$ cat config.mk
export PLATFORM = sky130hd
export DESIGN_NAME = btn_conditioner
export DESIGN_NICKNAME = d
export VERILOG_FILES = /design/src/rtl/btn_conditioner.sv
export SDC_FILE = /design/constraint.sdc
export NUM_CORES = 1
export LEC_CHECK = 0
export ABC_AREA = 1
export CAP_MARGIN = 0
export CORE_AREA = 5 5 107 109
export DETAILED_ROUTE_END_ITERATION = 6
export DIE_AREA = 0 0 112 114
export GPL_TIMING_DRIVEN = 0
export SLEW_MARGIN = 15
export SYNTH_ARGS = -nofsm -noshare
export SYNTH_HDL_FRONTEND = slang
export SYNTH_SLANG_ARGS = --single-unit
$ cat constraint.sdc
create_clock -name clock -period 3.5 [get_ports clock]
set_clock_uncertainty 0.15 [all_clocks]
set_input_delay 0.7 -clock clock [delete_from_list [all_inputs] [get_ports clock]]
set_output_delay 0.7 -clock clock [all_outputs]
set_load 0.02 [all_outputs]
$ cat src/rtl/btn_conditioner.sv
// btn_conditioner: synchronizes, debounces and arbitrates raw push-buttons into one-cycle press events.
// Optional feature macro BTN_HOLD_REPEAT_EN adds periodic repeat pulses while a single button is held.
module btn_conditioner #(
   parameter int NUM_BTN         = 3,
   parameter int DEBOUNCE_CYCLES = 500000,
   parameter bit BTN_ACTIVE_LOW  = 1'b1,
   parameter int REPEAT_CYCLES   = 25000000
) (
   input  logic               clock,
   input  logic               reset,
   input  logic [NUM_BTN-1:0] btn,
   input  logic               enable,
   output logic               press_pulse,
   output logic [1:0]         btn_code,
   output logic               multi_press,
   output logic [NUM_BTN-1:0] btn_stable
);

   localparam int CNT_W = (DEBOUNCE_CYCLES > 2) ? $clog2(DEBOUNCE_CYCLES) : 1;
   localparam logic [CNT_W-1:0] CNT_LAST = CNT_W'(DEBOUNCE_CYCLES - 1);

   typedef enum logic [1:0] {IDLE, HELD, LOCKOUT} state_t;

   logic [NUM_BTN-1:0]            btn_norm;
   logic [NUM_BTN-1:0]            sync_p0;
   logic [NUM_BTN-1:0]            sync_p1;
   logic [NUM_BTN-1:0][CNT_W-1:0] db_cnt;
   state_t                        state;
   logic [NUM_BTN-1:0]            held_mask;
   logic                          any_set;
   logic                          one_hot;
   logic                          extra_set;
   logic [1:0]                    code_of;

`ifdef BTN_HOLD_REPEAT_EN
   localparam int RPT_W = (REPEAT_CYCLES > 2) ? $clog2(REPEAT_CYCLES) : 1;
   localparam logic [RPT_W-1:0] RPT_LAST = RPT_W'(REPEAT_CYCLES - 1);
   logic [RPT_W-1:0] rpt_cnt;
`else
   logic unused_rpt;
   assign unused_rpt = (REPEAT_CYCLES > 0);
`endif

   assign btn_norm = BTN_ACTIVE_LOW ? ~btn : btn;

   // Stage p0/p1: plain two-flop synchronizer, nothing between the flops
   always_ff @(posedge clock or negedge reset) begin
      if (!reset) begin
         sync_p0 <= '0;
         sync_p1 <= '0;
      end else begin
         sync_p0 <= btn_norm;
         sync_p1 <= sync_p0;
      end
   end

   // Debounce: a level is accepted only after DEBOUNCE_CYCLES consecutive disagreeing samples
   always_ff @(posedge clock or negedge reset) begin
      if (!reset) begin
         btn_stable <= '0;
         db_cnt     <= '0;
      end else begin
         for (int i = 0; i < NUM_BTN; i++) begin
            if (sync_p1[i] == btn_stable[i]) begin
               db_cnt[i] <= '0;
            end else if (db_cnt[i] == CNT_LAST) begin
               db_cnt[i]     <= '0;
               btn_stable[i] <= ~btn_stable[i];
            end else begin
               db_cnt[i] <= db_cnt[i] + 1'b1;
            end
         end
      end
   end

   always_comb begin
      any_set   = |btn_stable;
      one_hot   = any_set && ((btn_stable & (btn_stable - 1'b1)) == '0);
      extra_set = |(btn_stable & ~held_mask);
      code_of   = 2'd0;
      for (int i = 0; i < NUM_BTN; i++) begin
         if (btn_stable[i]) code_of = 2'(i + 1);
      end
   end

   // Arbitration: LOCKOUT swallows disabled or multi-button presses until everything is released
   always_ff @(posedge clock or negedge reset) begin
      if (!reset) begin
         state       <= IDLE;
         held_mask   <= '0;
         press_pulse <= 1'b0;
         multi_press <= 1'b0;
         btn_code    <= 2'd0;
`ifdef BTN_HOLD_REPEAT_EN
         rpt_cnt     <= '0;
`endif
      end else begin
         press_pulse <= 1'b0;
         multi_press <= 1'b0;
         case (state)
            IDLE: begin
               if (any_set) begin
                  if (!enable) begin
                     state <= LOCKOUT;
                  end else if (one_hot) begin
                     press_pulse <= 1'b1;
                     btn_code    <= code_of;
                     held_mask   <= btn_stable;
                     state       <= HELD;
`ifdef BTN_HOLD_REPEAT_EN
                     rpt_cnt     <= '0;
`endif
                  end else begin
                     multi_press <= 1'b1;
                     state       <= LOCKOUT;
                  end
               end
            end
            HELD: begin
               if (!any_set) begin
                  state <= IDLE;
`ifdef BTN_HOLD_REPEAT_EN
                  rpt_cnt <= '0;
`endif
               end else if (extra_set) begin
                  multi_press <= enable;
                  state       <= LOCKOUT;
`ifdef BTN_HOLD_REPEAT_EN
                  rpt_cnt     <= '0;
               end else if (enable) begin
                  if (rpt_cnt == RPT_LAST) begin
                     rpt_cnt     <= '0;
                     press_pulse <= 1'b1;
                  end else begin
                     rpt_cnt <= rpt_cnt + 1'b1;
                  end
`endif
               end
            end
            LOCKOUT: begin
               if (!any_set) state <= IDLE;
            end
            default: state <= IDLE;
         endcase
      end
   end

endmodule

==> flow_metrics.tcl <==
set metrics [dict create \
    outcome "finished, final reports clean" \
    drv_slew 0 \
    max_slew_margin_pct 69.68 \
    io_pins 13 \
    gp_congestion 0.8329 \
    post_drt_wl_per_cell_um 11.59 \
    synth.top_cell.area_share_pct 46.67 \
    clk_pin_slew_worst_paths_ns 0.07 \
    yosys-top-cells-area "dfrtp_1 47%, nand2_1 13%, nor2_1 11%, inv_1 6.1%, xor2_1 4.6%" \
    startpoint_type "register" \
    setup_tns_ns 0 \
    cts_resized 0 \
    clockBufferDepth 2 \
    cp.depth 1 \
    power.leakage_nw 1.990 \
    crit_slowest_cell "clkdlybuf4s50_1" \
    switchingPower_uw 361.9 \
    dp_hpwl_um 6012 \
    ys_seq_area_share_pct 46.67 \
    cts_setup_buffers 0 \
    ir_drop_v 0.0002878 \
    cap_violations 0 \
    drt_iter0_markers 187 \
    area_growth_pct 12.63 \
    synth_cell_types 25 \
    p_seq_share_pct 55.1 \
    arrival_ns 1.59 \
    vias_per_cell 4.594 \
    cts_buffers 9 \
    sw_frac_of_total_pct 22.49 \
    synth_top_area_cell "dfrtp_1" \
    ant_nets 0 \
    cts_tree "built" \
    numPortBuffers 12 \
    fmax_mhz 409.7 \
    rsz0062_at_grt "no" \
    cp_max_fo 7 \
    placed_area_sq_mm 0.004342 \
    cp_cell_sequence "clkdlybuf4s50_1" \
    power.share.clock_pct 41.0 \
    wirelength_um 8172 \
    worst_slack_ns 1.059 \
    layout-drive-gt1-share_pct 9.735 \
    rows 38 \
    route.vias.total 3239 \
    grt_start_max_net_pins 50 \
    critPathMaxStageDelay_ns 0.68 \
    avgSynthCellArea_sq_um 7.503 \
    holdBufCountCts 0 \
    initial_core_util_pct 38.27 \
    cp_top_family "buffers and inverters" \
    cts.htree.levels 3 \
    min_path_type "input pin to async pin" \
    die-area_sq_mm 0.01277 \
    setup_violations 0 \
    worstPathRequired_ns 2.65 \
    drc 0 \
    grt_overflow 0 \
    path_buf_inv 1 \
    design_area_sq_mm 0.004529 \
    p_per_area_mw_per_mm2 355.2 \
    yosysWarnings 0 \
    die_height_um 114 \
    min_period_ns 2.441 \
    ys_seq_elements 75 \
    place_ws_ns 1.429 \
    worstSetupPathType "register to primary output" \
    finalPower_mw 1.609 \
    clock_latency_ns 0.36 \
    finalNetCount 569 \
    combPwrFrac_pct 3.8 \
    finalHoldViolations 0 \
    tightest_slew_ns 0.4547 \
    core_area_sq_mm 0.01051 \
    endpoint_kind "primary output" \
    rr_worst_depth 8 \
    antenna_found_initial 0 \
    min_period_over_period_pct 69.74 \
    grt_pass1_wl_um 14500 \
    syn-cell-area_sq_mm 0.004021 \
    synth_fp_nets 545 \
    antennaDiodeCount 0 \
    intPower_mw 1.247 \
    netlist_instances 536 \
    detail_route.first_pass.iterations 4 \
    grt_pass1_vias 3301 \
    track_usage_pct 14.00 \
    cts_sinks 75 \
    cts_root_buf "clkbuf_8" \
    die_w_um 112 \
]
stage by stage:
| stage | cells | hold slack [ns] | util, % |
|---|---|---|---|
| floorplan | 536 | 0.1812 | - |
| global placement | 688 | 0.1858 | 41.08 |
| detailed placement | 689 | 0.1847 | 41.32 |
| CTS | 705 | 0.1123 | 43.11 |
| global route | 705 | 0.1243 | 43.11 |
| finish | 705 | 0.1101 | 43.11 |
logic make-up after synthesis:
kind of cell	count (synthesis)	synth area share, %
flip-flops	75	46.67
AND/OR/NAND/NOR	332	35.81
buffers and inverters	74	6.970
AO/OA/AOI/OAI	23	3.298
XOR/XNOR	29	6.316
adder cells (fa/ha/maj)	3	0.9335
state kept, by name (all words and copies together), names as in the netlist:
| register | flops |
|---|---|
| held_mask | 3 |
| sync_p0 | 3 |
| btn_code | 2 |
| db_cnt | 57 |
| multi_press | 1 |
| state | 2 |
| press_pulse | 1 |
| btn_stable | 3 |
| sync_p1 | 3 |
Yosys cell counts (all sizes together):
cell type,number
o21bai,1
a21oi,8
a31o,2
nor3b,4
ha,3
nand3,34
nor3,7
nor2,142
nand4,3
o21ai,12
buf,2
inv,72
nand2,142
dfrtp,75
xnor2,8
xor2,21
final cells by class:
| class | instances | area [sq um] |
|---|---|---|
| buffer | 2 | 10.01 |
| clock inverter | 2 | 35.03 |
| multi-input combinational | 387 | 1864 |
| inverter | 72 | 270.3 |
| clock buffer | 14 | 152.6 |
| sequential | 75 | 1877 |
| tap | 140 | 175.2 |
| timing repair buffer | 13 | 145.1 |
| fill | 1055 | 5978 |
cells in the final DEF (no fill, tap or decap):
master,count
o21bai_1,1
bufinv_16,1
clkbuf_8,10
buf_2,2
nand2_1,135
clkbuf_1,4
xnor2_1,8
buf_16,1
clkinv_2,1
nor2_2,11
nor2_1,123
o21ai_0,6
nand3_2,2
o21ai_2,1
nand2_4,1
xor2_1,21
a31o_2,2
o21ai_1,5
dfrtp_1,75
nor3b_1,4
nand3_1,32
ha_1,3
inv_2,7
nor3_1,7
nand2_2,6
nand4_1,3
inv_1,65
a21oi_2,1
buf_4,1
clkdlybuf4s50_1,11
nor2_4,8
a21oi_1,7
worst paths after layout:
| check | startpoint | to | slack [ns] |
|---|---|---|---|
| min | reset | db_cnt[52] | 0.11 |
| min reg2reg | sync_p0[0] | sync_p1[0] | 0.19 |
| max in group asynchronous | reset | db_cnt[22] | 2.54 |
| max reg2reg | db_cnt[19] | db_cnt[34] | 1.75 |
| max | btn_stable[1] | btn_stable[1] | 1.06 |
| min in group clock | sync_p0[0] | sync_p1[0] | 0.19 |
power groups by stage:
stage	registers, mW	logic (mW)	clock network [mW]
2_1_floorplan	0.902	0.0285	0
3_3_place_gp	0.904	0.0593	0
3_5_place_dp	0.904	0.0647	0
4_1_cts	0.887	0.0654	0.692
5_1_grt	0.888	0.0734	0.727
6_report	0.887	0.0617	0.660
per-layer routing:
metal  global-route usage [%]  up-vias  part of all wire, %
met3                    4.085        9                  3.2
met1                    16.92     1508                   47
li1                         -     1679                    -
met2                    23.98       43                   48
met5                        0        -                    0
met4                    4.888        0                  1.5
Power figures use the tool's default switching activity.
==> RTL edit 1: new RTL, same flow settings <==
`DEBOUNCE_CYCLES`: 500000 -> 125000.
--- a/src/rtl/btn_conditioner.sv
+++ b/src/rtl/btn_conditioner.sv
@@ -3,5 +3,5 @@
 module btn_conditioner #(
    parameter int NUM_BTN         = 3,
-   parameter int DEBOUNCE_CYCLES = 500000,
+   parameter int DEBOUNCE_CYCLES = 125000,
    parameter bit BTN_ACTIVE_LOW  = 1'b1,
    parameter int REPEAT_CYCLES   = 25000000
Behaviour: same outputs for any inputs over 10 cycles, from zero or initial values and one cycle with reset low; that may be too few to reach the edited logic, so the function may still have changed.
==> RTL edit 1 against the unedited design <==
Critical path type unchanged; cell count is 11% lower; maximum frequency is 3.0% higher; critical path depth stayed put; final area is 10% lower; worst setup slack better by 0.071 ns; routed wire length is 16% lower; highest routed layer unchanged; synthesized area is 11% lower; power is 11% lower; sequential cell count is 6 lower.
==> RTL edit 1: results <==
INSERT INTO impl_metrics (metric_group, metric, value, unit) VALUES
('finish', 'drive_gt1_share', '8.06', '%'),
('critical_path', 'reg2reg_setup_slack', '1.82', 'ns'),
('critical_path', 'critical_path.max_stage_delay', '0.66', 'ns'),
('power', 'power.switching', '332', 'µW'),
('routing', 'drt_iter0_drc', '198', ''),
('critical_path', 'r2r-end', 'db_cnt[44]', ''),
('place', 'gp_congestion', '0.805', ''),
('power', 'p_leak', '0.00171', 'µW'),
('critical_path', 'regToRegStartpoint', 'db_cnt[34]', ''),
('run_status', 'outcome', 'complete, no violations', ''),
('timing', 'fin_hold_ws', '0.0774', 'ns'),
('yosys', 'synth.area.top_cells', 'sky130_fd_sc_hd__dfrtp_1 48%, sky130_fd_sc_hd__nand2_1 12%, sky130_fd_sc_hd__nor2_1 9.7%, sky130_fd_sc_hd__inv_1 6.3%, sky130_fd_sc_hd__xor2_1 3.7%', ''),
('critical_path', 'worstPathMaxFanout', '6', ''),
('yosys', 'seq_area_frac_synth', '48.3', '%'),
('timing', 'relSlewSlack', '62.8', '%'),
('finish', 'post_route_cell_area', '0.00405', 'mm²'),
('critical_path', 'worst_ep_arrival_time', '1.52', 'ns'),
('yosys', 'netlist_top_cells_count', '110 x sky130_fd_sc_hd__nand2_1, 92 x sky130_fd_sc_hd__nor2_1, 69 x sky130_fd_sc_hd__dfrtp_1', ''),
('finish', 'largest_register_ff_count', '51', ''),
('global_routing', 'track_usage', '12.3', '%');
RTL edit 1: cell count changes in the layout (fill, tap and decap cells not counted), sizes merged, moves of 3 or more:
| cell | unedited run | this run |
|---|---|---|
| nand2 | 142 | 112 |
| inv | 72 | 61 |
| xor2 | 21 | 15 |
| nor3 | 7 | 18 |
| dfrtp | 75 | 69 |
| nor2 | 142 | 103 |
| nand4 | 3 | 14 |
| nand3 | 34 | 25 |
| a21oi | 8 | 11 |
RTL edit 1: metrics by stage:
| step | power, µW | instances | TNS [ns] |
|---|---|---|---|
| final | 1430 | 624 | 0 |
| after global routing | 1510 | 624 | 0 |
| after CTS | 1460 | 624 | 0 |
| after detailed placement | 894 | 609 | 0 |
| after global placement | 888 | 608 | -55.34 |
| after floorplan | 858 | 456 | 0 |
RTL edit 1: worst max-delay path by stage:
stage,startpoint,endpoint,slack [ns],cells past startpoint
after floorplan,db_cnt[34],db_cnt[44],2.04,7
after global placement,reset,db_cnt[0],-0.81,1
after detailed placement,btn_stable[2],btn_stable[2],1.51,1
after CTS,btn_stable[2],btn_stable[2],1.11,1
after global routing,btn_stable[2],btn_stable[2],1.08,1
final,btn_stable[2],btn_stable[2],1.13,1
RTL edit 1: kinds of logic after synthesis:
| family | synth area share (%) |
|---|---|
| AO/OA/AOI/OAI | 4.83 |
| XOR/XNOR | 5.78 |
| adder cells (fa/ha/maj) | 1.05 |
| buffers and inverters | 6.41 |
| flip-flops | 48.3 |
| AND/OR/NAND/NOR | 33.6 |
RTL edit 1: area by class of cell:
cell class	count	share of cell area, %
inverters	61	5.65
clock buffers	13	3.67
well taps	140	4.32
repair buffers	13	3.58
flip-flops and latches	69	42.6
multi-input cells	326	39.9
clock inverters	2	0.247
RTL edit 1: layer usage:
metal	track usage (%)	wire length (µm)	vias up
met3	3.61	236	10
met5	0	0	-
li1	-	-	1477
met1	14.9	3440	1281
met2	20.3	3080	27
met4	5.37	125	0
RTL edit 1: power groups by stage:
stage                     Combinational, µW  Sequential [µW]  Clock (µW)
after floorplan                        27.6              831           0
after global placement                 56.2              832           0
after detailed placement               61.2              832           0
after CTS                              61.7              817         581
after global routing                   70.2              818         619
final                                  58.7              817         557
==> RTL edit 2: new RTL, same flow settings <==
Made on the original files. Make the reset (`reset`) synchronous in 3 clocked blocks.
--- a/src/rtl/btn_conditioner.sv
+++ b/src/rtl/btn_conditioner.sv
@@ -45,5 +45,5 @@
 
    // Stage p0/p1: plain two-flop synchronizer, nothing between the flops
-   always_ff @(posedge clock or negedge reset) begin
+   always_ff @(posedge clock) begin
       if (!reset) begin
          sync_p0 <= '0;
@@ -56,5 +56,5 @@
 
    // Debounce: a level is accepted only after DEBOUNCE_CYCLES consecutive disagreeing samples
-   always_ff @(posedge clock or negedge reset) begin
+   always_ff @(posedge clock) begin
       if (!reset) begin
          btn_stable <= '0;
@@ -85,5 +85,5 @@
 
    // Arbitration: LOCKOUT swallows disabled or multi-button presses until everything is released
-   always_ff @(posedge clock or negedge reset) begin
+   always_ff @(posedge clock) begin
       if (!reset) begin
          state       <= IDLE;
Formal check against the unedited RTL: same outputs for any inputs over 10 cycles, from zero or initial values and one cycle with reset low; that may be too few to reach the edited logic, so the function may still have changed.
==> RTL edit 2 against the unedited design <==
Power up 0.71%; largest power group unchanged; final area down 4.5%; sequential cell count unchanged; critical endpoint unchanged; register-to-register slack worse by 0.15 ns; worst setup slack better by 0.084 ns; sequential power down 2.9%; first-iteration DRC count down 34%; synthesized area down 5.2%; routed wire length down 0.27%; via count up 5.4%.
==> RTL edit 2: results <==
INSERT INTO impl_metrics (metric_group, metric, value, unit) VALUES
('run_status', 'outcome', 'complete, no violations', ''),
('finish', 'multiInputGateArea', '0.00204', 'mm²'),
('finish', 'n_fill_cell', '1108', ''),
('routing', 'routed_wire_length_per_instance', '11.0', 'µm'),
('global_routing', 'grt_start_max_net_pins', '14', ''),
('routing', 'drt_iter0_drc', '124', ''),
('routing', 'via_total_after_detailed_routing', '3413', ''),
('finish', 'count_of_inverters_other_than_clock_inverters_in_the_layout', '64', ''),
('hold_path', 'holdCritPathClass', 'flop to flop', ''),
('finish', 'clock_buffer_count', '9', ''),
('timing', 'worst_slew_pin_slew', '0.551', 'ns'),
('global_routing', 'met2_usage', '22.2', '%'),
('finish', 'final_nets', '607', ''),
('yosys', 'synth-async-reset-ratio', '0', '%'),
('global_routing', 'global_route_wire_length_before_repair', '14.4', 'mm'),
('power', 'vdd_ir_drop_max', '0.220', 'mV'),
('routing', 'met2WireLength', '3.72', 'mm'),
('routing', 'vias_per_cell', '4.60', ''),
('finish', 'buffers', '16', ''),
('yosys', 'netlist_area', '0.00381', 'mm²'),
('finish', 'area_delta_synth_final', '13.4', '%'),
('finish', 'seq_area_share', '34.7', '%'),
('critical_path', 'worst_ep_arrival_time', '1.51', 'ns'),
('place', 'gp_congestion', '0.866', ''),
('routing', 'wl_met1', '4.06', 'mm');
-- RTL edit 2: cell types whose count changed after synthesis, sizes merged, moves of 3 or more --
cell	before	now
nor3b	4	0
nand4	3	19
nand2	142	159
dfrtp	75	0
nor2	142	135
or2	0	7
o21ai	12	7
nand3	34	42
dfxtp	0	75
a21oi	8	27
inv	72	63
nor3	7	4
-- RTL edit 2: logic make-up after synthesis --
logic type	Yosys count	share of synthesized area, %
AO/OA/AOI/OAI	36	5.45
XOR/XNOR	26	5.97
adder cells (fa/ha/maj)	3	0.984
buffers and inverters	68	7.22
flip-flops	75	39.4
AND/OR/NAND/NOR	367	41.0
-- RTL edit 2: final timing paths --
check,from,cells after the start,endpoint
worst min-delay path,sync_p0[1],2,sync_p1[1]
worst max-delay path,btn_stable[1],1,btn_stable[1]
worst min register to register,sync_p0[1],2,sync_p1[1]
worst max register to register,db_cnt[0],7,db_cnt[2]
-- RTL edit 2: report_power, final --
part | internal, µW | leakage [µW] | total, µW | switching (µW)
Combinational | 13.9 | 0.000714 | 35.1 | 21.2
Sequential | 858 | 0.000605 | 861 | 3.10
Clock | 400 | 0.000109 | 725 | 325
Total | 1270 | 0.00143 | 1620 | 349
-- RTL edit 2: stage by stage --
| stage | utilization [%] | hold slack (ns) | setup WS [ns] | total power (µW) |
|---|---|---|---|---|
| finish | 41.2 | 0.263 | 1.14 | 1620 |
| global route | 41.2 | 0.288 | 1.05 | 1690 |
| CTS | 41.2 | 0.266 | 1.11 | 1640 |
| detailed placement | 39.1 | 0.247 | 1.14 | 917 |
| global placement | 39.1 | 0.247 | 1.18 | 915 |
| floorplan | - | 0.240 | 1.89 | 903 |
